===== config.mk =====
export PLATFORM = sky130hd
export DESIGN_NAME = wm_apb_sequencer
export DESIGN_NICKNAME = d
export VERILOG_FILES = /design/src/rtl/wm_apb_sequencer.sv
export SDC_FILE = /design/constraint.sdc
export NUM_CORES = 1
export LEC_CHECK = 0
export BUFFER_PORTS_ARGS = -buffer_cell sky130_fd_sc_hd__buf_2
export CORE_ASPECT_RATIO = 0.7
export CORE_MARGIN = 2
export CORE_UTILIZATION = 45
export CTS_BUF_LIST = sky130_fd_sc_hd__clkbuf_8
export CTS_CLUSTER_DIAMETER = 80
export DETAILED_ROUTE_END_ITERATION = 8
export PLACE_DENSITY = 0.69
export SYNTH_ARGS = -nofsm -noshare
export SYNTH_HDL_FRONTEND = slang
export SYNTH_SLANG_ARGS = --single-unit

===== constraint.sdc =====
create_clock -name clk -period 5.07 [get_ports clk]
set_input_delay 0.7605 -clock clk [delete_from_list [all_inputs] [get_ports clk]]
set_output_delay 0.7605 -clock clk [all_outputs]
set_load 0.05 [all_outputs]

===== src/rtl/wm_apb_sequencer.sv =====
// Programs the Visible_Watermarking core over APB, issues START, then supervises
// the image run (pixel count, done / timeout pulses).
module wm_apb_sequencer #(
    parameter int                          Amba_Addr_Depth = 20,
    parameter int                          Amba_Word       = 16,
    parameter logic [Amba_Addr_Depth-1:0]  CTRL_ADDR       = '0,
    parameter logic [Amba_Word-1:0]        START_VAL       = Amba_Word'(1),
    parameter int                          PIX_CNT_W       = 16,
    parameter int                          TIMEOUT_W       = 24
) (
    input  logic                        clk,
    input  logic                        rst,
    input  logic                        cfg_valid,
    output logic                        cfg_ready,
    input  logic [Amba_Addr_Depth-1:0]  cfg_addr,
    input  logic [Amba_Word-1:0]        cfg_data,
    input  logic                        cfg_last,
    input  logic [TIMEOUT_W-1:0]        timeout_limit,
    output logic                        PSEL,
    output logic                        PENABLE,
    output logic                        PWRITE,
    output logic [Amba_Addr_Depth-1:0]  PADDR,
    output logic [Amba_Word-1:0]        PWDATA,
    input  logic                        new_pixel,
    input  logic                        Image_Done,
    output logic                        busy,
    output logic                        done,
    output logic                        err_timeout,
    output logic [PIX_CNT_W-1:0]        pixel_count
);

    localparam logic [2:0] S_IDLE       = 3'd0;
    localparam logic [2:0] S_CFG_SETUP  = 3'd1;
    localparam logic [2:0] S_CFG_ACCESS = 3'd2;
    localparam logic [2:0] S_ST_SETUP   = 3'd3;
    localparam logic [2:0] S_ST_ACCESS  = 3'd4;
    localparam logic [2:0] S_RUN        = 3'd5;

    logic [2:0]                 state, state_nxt;
    logic [Amba_Addr_Depth-1:0] addr_q;
    logic [Amba_Word-1:0]       data_q;
    logic                       last_q;
    logic [TIMEOUT_W-1:0]       tmo_cnt;

    logic                       accept;
    logic                       in_run;
    logic                       tmo_hit;
    logic                       pix_sat;

    logic                       sel_nxt, en_nxt;
    logic [Amba_Addr_Depth-1:0] paddr_nxt;
    logic [Amba_Word-1:0]       pwdata_nxt;

    // cfg_ready is itself registered, so the first cycle after reset never accepts
    assign accept  = (state == S_IDLE) && cfg_ready && cfg_valid;
    assign in_run  = (state == S_RUN);
    assign tmo_hit = (timeout_limit != '0) &&
                     (tmo_cnt == timeout_limit - TIMEOUT_W'(1));
    assign pix_sat = &pixel_count;

    always_comb begin
        state_nxt = state;
        case (state)
            S_IDLE:       if (accept) state_nxt = S_CFG_SETUP;
            S_CFG_SETUP:  state_nxt = S_CFG_ACCESS;
            S_CFG_ACCESS: state_nxt = last_q ? S_ST_SETUP : S_IDLE;
            S_ST_SETUP:   state_nxt = S_ST_ACCESS;
            S_ST_ACCESS:  state_nxt = S_RUN;
            S_RUN:        if (Image_Done || tmo_hit) state_nxt = S_IDLE;
            default:      state_nxt = S_IDLE;
        endcase
    end

    // APB pins are flops decoded from the next state; the word being latched
    // this edge is taken straight from the config port.
    always_comb begin
        sel_nxt    = 1'b0;
        en_nxt     = 1'b0;
        paddr_nxt  = '0;
        pwdata_nxt = '0;
        case (state_nxt)
            S_CFG_SETUP, S_CFG_ACCESS: begin
                sel_nxt    = 1'b1;
                en_nxt     = (state_nxt == S_CFG_ACCESS);
                paddr_nxt  = accept ? cfg_addr : addr_q;
                pwdata_nxt = accept ? cfg_data : data_q;
            end
            S_ST_SETUP, S_ST_ACCESS: begin
                sel_nxt    = 1'b1;
                en_nxt     = (state_nxt == S_ST_ACCESS);
                paddr_nxt  = CTRL_ADDR;
                pwdata_nxt = START_VAL;
            end
            default: ;
        endcase
    end

    always_ff @(posedge clk or posedge rst) begin
        if (rst) begin
            state       <= S_IDLE;
            addr_q      <= '0;
            data_q      <= '0;
            last_q      <= 1'b0;
            cfg_ready   <= 1'b0;
            PSEL        <= 1'b0;
            PENABLE     <= 1'b0;
            PWRITE      <= 1'b0;
            PADDR       <= '0;
            PWDATA      <= '0;
            busy        <= 1'b0;
            done        <= 1'b0;
            err_timeout <= 1'b0;
        end else begin
            state       <= state_nxt;
            cfg_ready   <= (state_nxt == S_IDLE);
            busy        <= (state_nxt != S_IDLE);
            PSEL        <= sel_nxt;
            PENABLE     <= en_nxt;
            PWRITE      <= sel_nxt;
            PADDR       <= paddr_nxt;
            PWDATA      <= pwdata_nxt;
            // Image_Done has priority, so the two pulses are mutually exclusive
            done        <= in_run && Image_Done;
            err_timeout <= in_run && !Image_Done && tmo_hit;
            if (accept) begin
                addr_q <= cfg_addr;
                data_q <= cfg_data;
                last_q <= cfg_last;
            end
        end
    end

    always_ff @(posedge clk or posedge rst) begin
        if (rst) begin
            pixel_count <= '0;
            tmo_cnt     <= '0;
        end else if (state == S_ST_ACCESS) begin
            pixel_count <= '0;
            tmo_cnt     <= '0;
        end else if (in_run) begin
            if (new_pixel && !pix_sat)
                pixel_count <= pixel_count + PIX_CNT_W'(1);
            if (!Image_Done && !tmo_hit)
                tmo_cnt <= tmo_cnt + TIMEOUT_W'(1);
        end
    end

endmodule

# Word-level counts from Yosys, hierarchy flattened
# Cells that the tools add are included.
# classes
add_sub_neg	3
n_eq_ne	10
n_mux	16
n_reduce_logical	25
# op_table
op	n
2-to-1 mux 24 bit	3
2-to-1 mux 16 bit	4
2-to-1 mux 20 bit	2
case mux 16 bit (2 select lines)	1
adder 24 x 1 -> 24 bit (second input constant)	1
equality test 24 bit	1
nonzero test 24 bit	1
subtractor 24 x 1 -> 24 bit (second input constant)	1
case mux 3 bit (6 select lines)	1
adder 16 x 1 -> 16 bit (second input constant)	1
AND reduction 16 bit	1
equality test 3 x 2 -> 1 bit (second input constant)	4
equality test 3 bit (second input constant)	3
logical AND 1 bit	8
equality test 3 x 1 -> 1 bit (second input constant)	2
zero test 3 bit	2
2-to-1 mux 3 bit	2
nonzero test 2 bit	3
AND reduction 2 bit	2
OR reduction 2 bit	2
OR reduction 4 bit	1
zero test 1 bit	3
nonzero test 3 bit	1
2-to-1 mux 2 bit	1
other kinds (3)	3
# word_totals
regBits	122
elab_cells	68

# Logic depth before layout (Yosys ltp)
# logic_depth
word_depth	9
mapped_depth	12

# Worst setup path after synthesis
# No wires, ideal clock.
# synth_path
kind	input -> register
from	input port timeout_limit[4]
to	register tmo_cnt[19]
setup_ps	78
t_arrival_ps	3086
slack_ps	1906
cell_stages	11
path_buffers	3
cell_sequence	buf_6 -> or4_4 -> buf_6 -> nor4_2 -> nand2_1 -> o2111a_1 -> and4_1 -> and2_4 -> buf_6 -> or3_1 -> a21oi_1
# synth_via
elab_chain_len	7
elab_cells_between_ends	8
classes_between	1 x add/sub; 1 x eq/ne; 6 x reduce/logical
# synth_rtl
item	line_no	rtl
from (decl)	18	input logic [TIMEOUT_W-1:0] timeout_limit,
subtractor 24 x 1 -> 24 bit	58	(tmo_cnt == timeout_limit - TIMEOUT_W'(1));
equality test 24 bit	58	
logical AND 1 bit *	57	assign tmo_hit = (timeout_limit != '0) &&
zero test 1 bit *	143	if (!Image_Done && !tmo_hit)
logical AND 1 bit *	143	
nonzero test 2 bit (no source line) *	-	
AND reduction 2 bit (no source line) *	-	
to (signal assigned)	144	tmo_cnt <= tmo_cnt + TIMEOUT_W'(1);
to (decl)	43	logic [TIMEOUT_W-1:0] tmo_cnt;
# Mark *: on every way between the ends. The rest lies on a longest branch, timed or not.
# A chain may end at the register's enable or synchronous reset.

# Worst setup path after layout
# layout_path
from	input port timeout_limit[0]
to	register tmo_cnt[8]
# The elaborated chain is that of the path after synthesis.

==> flow_summary.json <==
{
  "r2r_start": "tmo_cnt[16]",
  "ir_worst_vdd_mv": 0.3153,
  "crit_path_top_delay_cell": "a21oi_2",
  "synth-edff-count": 0,
  "ys_seq_area_frac": 0.5021,
  "syn_area_sq_mm": 0.006081,
  "cts_resized": 0,
  "fin_cells": 891,
  "synth_area_leader_cell": "dfrtp_1",
  "slew_headroom": 0.2454,
  "status": "finished clean",
  "core_sq_mm": 0.01318,
  "synth.top_cell.area_share": 0.5021,
  "async_reset_ff_frac": 1.000,
  "wl_per_cell_microns": 15.92,
  "synthCells": 576,
  "drtAntennaViolNets": 0,
  "skew_ns": 0.01233,
  "drc": 0,
  "cts_tree": "yes",
  "cts_hold_buffers": 0,
  "die_h_microns": 101.3,
  "grt_overflow": 0,
  "antenna_found_initial": 0,
  "fmax_mhz": 285.0,
  "cts.clk_slew.worst_paths_ns": 0.07,
  "synth.area.top_cells": "dfrtp_1 50%, mux2_2 7.0%, xnor2_1 4.2%",
  "hpwl_microns": 10600,
  "hp-start": "addr_q[9]",
  "io_pins": 125,
  "yosys_warnings": 0,
  "power.leakage_nw": 3.366,
  "power_density_mw_per_mm2": 514.6,
  "clk_latency_ns": 0.41,
  "cts.sink_count": 122,
  "start_kind": "input port",
  "die_w_microns": 142.9,
  "drive_above_1_share": 0.3074,
  "grt_start_max_net_pins": 88,
  "viasPerCell": 5.411,
  "finalNetCount": 763,
  "placed_cells": 860,
  "period_needed_ns": 3.509,
  "crit_type": "input port to flip-flop",
  "route.vias.total": 4821,
  "synthesis.nets": 645,
  "grt_pass1_wl_microns": 22960,
  "wl_microns": 14190,
  "post_cts_buffers": 0,
  "drv_slew": 0,
  "cp.arrival_ns": 3.81,
  "finalSetupViolations": 0,
  "cts_buffers": 17,
  "rsz0062_at_grt": "false",
  "synth_cell_types": 63,
  "holdCritPathClass": "flip-flop to flip-flop",
  "max_stage_delay_ns": 0.75,
  "synth.avg_cell_area_sq_um": 10.56,
  "gp_congestion": 0.9778,
  "crit_path_max_fanout": 22,
  "period_share": 0.6921,
  "start_util": 0.4613,
  "startpoint": "timeout_limit[0]",
  "num_antenna_cells": 0,
  "hold_violations": 0,
  "clk_path_buf_depth": 2,
  "path_cells": "buf_2, inv_1, ha_1, or3b_2, nor2_2, o2111ai_1, and4_1, and3_1, a21oi_2, a31oi_1, a41o_1",
  "max_slew.worst_pin.slew_ns": 1.131,
  "ys.flop_type": "dfrtp_1",
  "tns_ns": 0,
  "syn2layout_area_growth_pct": 18.72,
  "clockRootBuffer": "clkbuf_8",
  "grt_pass1_vias": 4559,
  "required_ns": 5.37,
  "htree_levels": 4,
  "crit_path_end_kind": "flip-flop",
  "die_area_sq_mm": 0.01447,
  "port_buffers": 124,
  "synth_seq_cells": 122,
  "drt-pass1-iter-count": 5,
  "grt_usage": 0.2017,
  "maxCapViolations": 0,
  "drt_iter0_drc": 277,
  "rows": 35
}
-- power breakdown --
part           switching [mW]  leakage (nW)  internal [mW]  total (mW)
Combinational            1.01          1.57          0.456        1.47
Clock                   0.379         0.200          0.458       0.836
Sequential              0.125          1.59           1.29        1.41
Total                    1.51          3.37           2.20        3.72
-- metal layers --
| metal | vias to the layer above | routed length (microns) | global-route usage | share of wire |
|---|---|---|---|---|
| met1 | 2338 | 6823 | 0.2971 | 0.48 |
| met3 | 22 | 889 | 0.04444 | 0.063 |
| li1 | 2299 | - | - | - |
| met2 | 162 | 6297 | 0.2992 | 0.44 |
| met4 | 0 | 176 | 0.06169 | 0.012 |
| met5 | - | 0 | 0 | 0 |
-- per-stage QoR --
stage	utilization	power (mW)	hold WS (ns)	area [sq um]	worst slack, ns
detailed placement	0.5182	2.914	0.4804	6830	1.194
global route	0.5477	3.922	0.5082	7219	1.405
global placement	0.5182	2.871	0.4735	6830	1.272
finish	0.5477	3.715	0.4930	7219	1.561
CTS	0.5477	3.755	0.4971	7219	1.633
floorplan	-	2.549	0.4665	6081	1.067
-- layout make-up --
cell class              count  area (sq um)
clock buffers              19         261.5
clock inverters            12         127.6
fillers                  1179          5962
inverters                  10         40.04
multi-input cells         416          2863
flip-flops and latches    122          3053
well taps                 185         231.5
repair buffers            127         643.1
-- cells in the final DEF (no fill, tap or decap), drive strengths merged, types with 15 or more instances in the layout --
cell,instances
a21oi,18
and3,15
buf,127
clkbuf,19
dfrtp,122
mux2,38
nand2,43
nand3,18
nor2,38
nor2b,36
nor3,15
xnor2,29
xor2,16
-- Yosys cell counts (4+ instances only) --
library cell and number:
nor3_1 14, or3_1 7, nand3_1 18, clkbuf_1 20, o21a_1 6, nor4_1 9, mux2i_1 6, xor2_1 16
nand2_1 43, dfrtp_1 122, or2_2 6, inv_1 10, nor2b_1 36, or4_1 6, nor2_1 37, nand4_1 14
and3_1 15, o31ai_1 4, o21ai_0 9, o211ai_1 10, a21oi_1 17, xnor2_1 29, a41o_1 4, mux2_2 38
a31oi_1 8, nand2b_1 4, and2_1 8
-- cells by family after synthesis --
group	after synthesis	synth area share
xor gates and xnor gates	45	0.06481
muxes	44	0.08025
adders and majority gates	3	0.006173
and+or+nand+nor	238	0.2191
DFF	122	0.5021
buffers and inverters	38	0.02819
AOI/OAI and AO/OA	86	0.09939
-- critical path: cells and delay by family --
kind	cells	cell delay [ns]
AOI/OAI and AO/OA	4	1.31
and+or+nand+nor	4	1.31
adders and majority gates	1	0.23
buffers and inverters	2	0.19
-- flip-flops by register name, summed over array words and instances (netlist names) --
| register | cells |
|---|---|
| PWRITE | 1 |
| tmo_cnt | 24 |
| data_q | 16 |
| addr_q | 20 |
| PADDR | 20 |
| state | 3 |
| last_q | 1 |
| cfg_ready | 1 |
| done | 1 |
| PENABLE | 1 |
| pixel_count | 16 |
| err_timeout | 1 |
| busy | 1 |
| PWDATA | 16 |
-- worst paths after layout --
path,to,slack [ns],depth (start not counted)
max,tmo_cnt[8],1.56,11
min,addr_q[9],0.49,1
max reg2reg,tmo_cnt[8],2.16,8
min reg2reg,addr_q[9],0.49,1
max in group asynchronous,PADDR[14],3.45,3
min in group asynchronous,PADDR[16],0.59,2
Note: power is estimated with default switching activity, not from simulation.
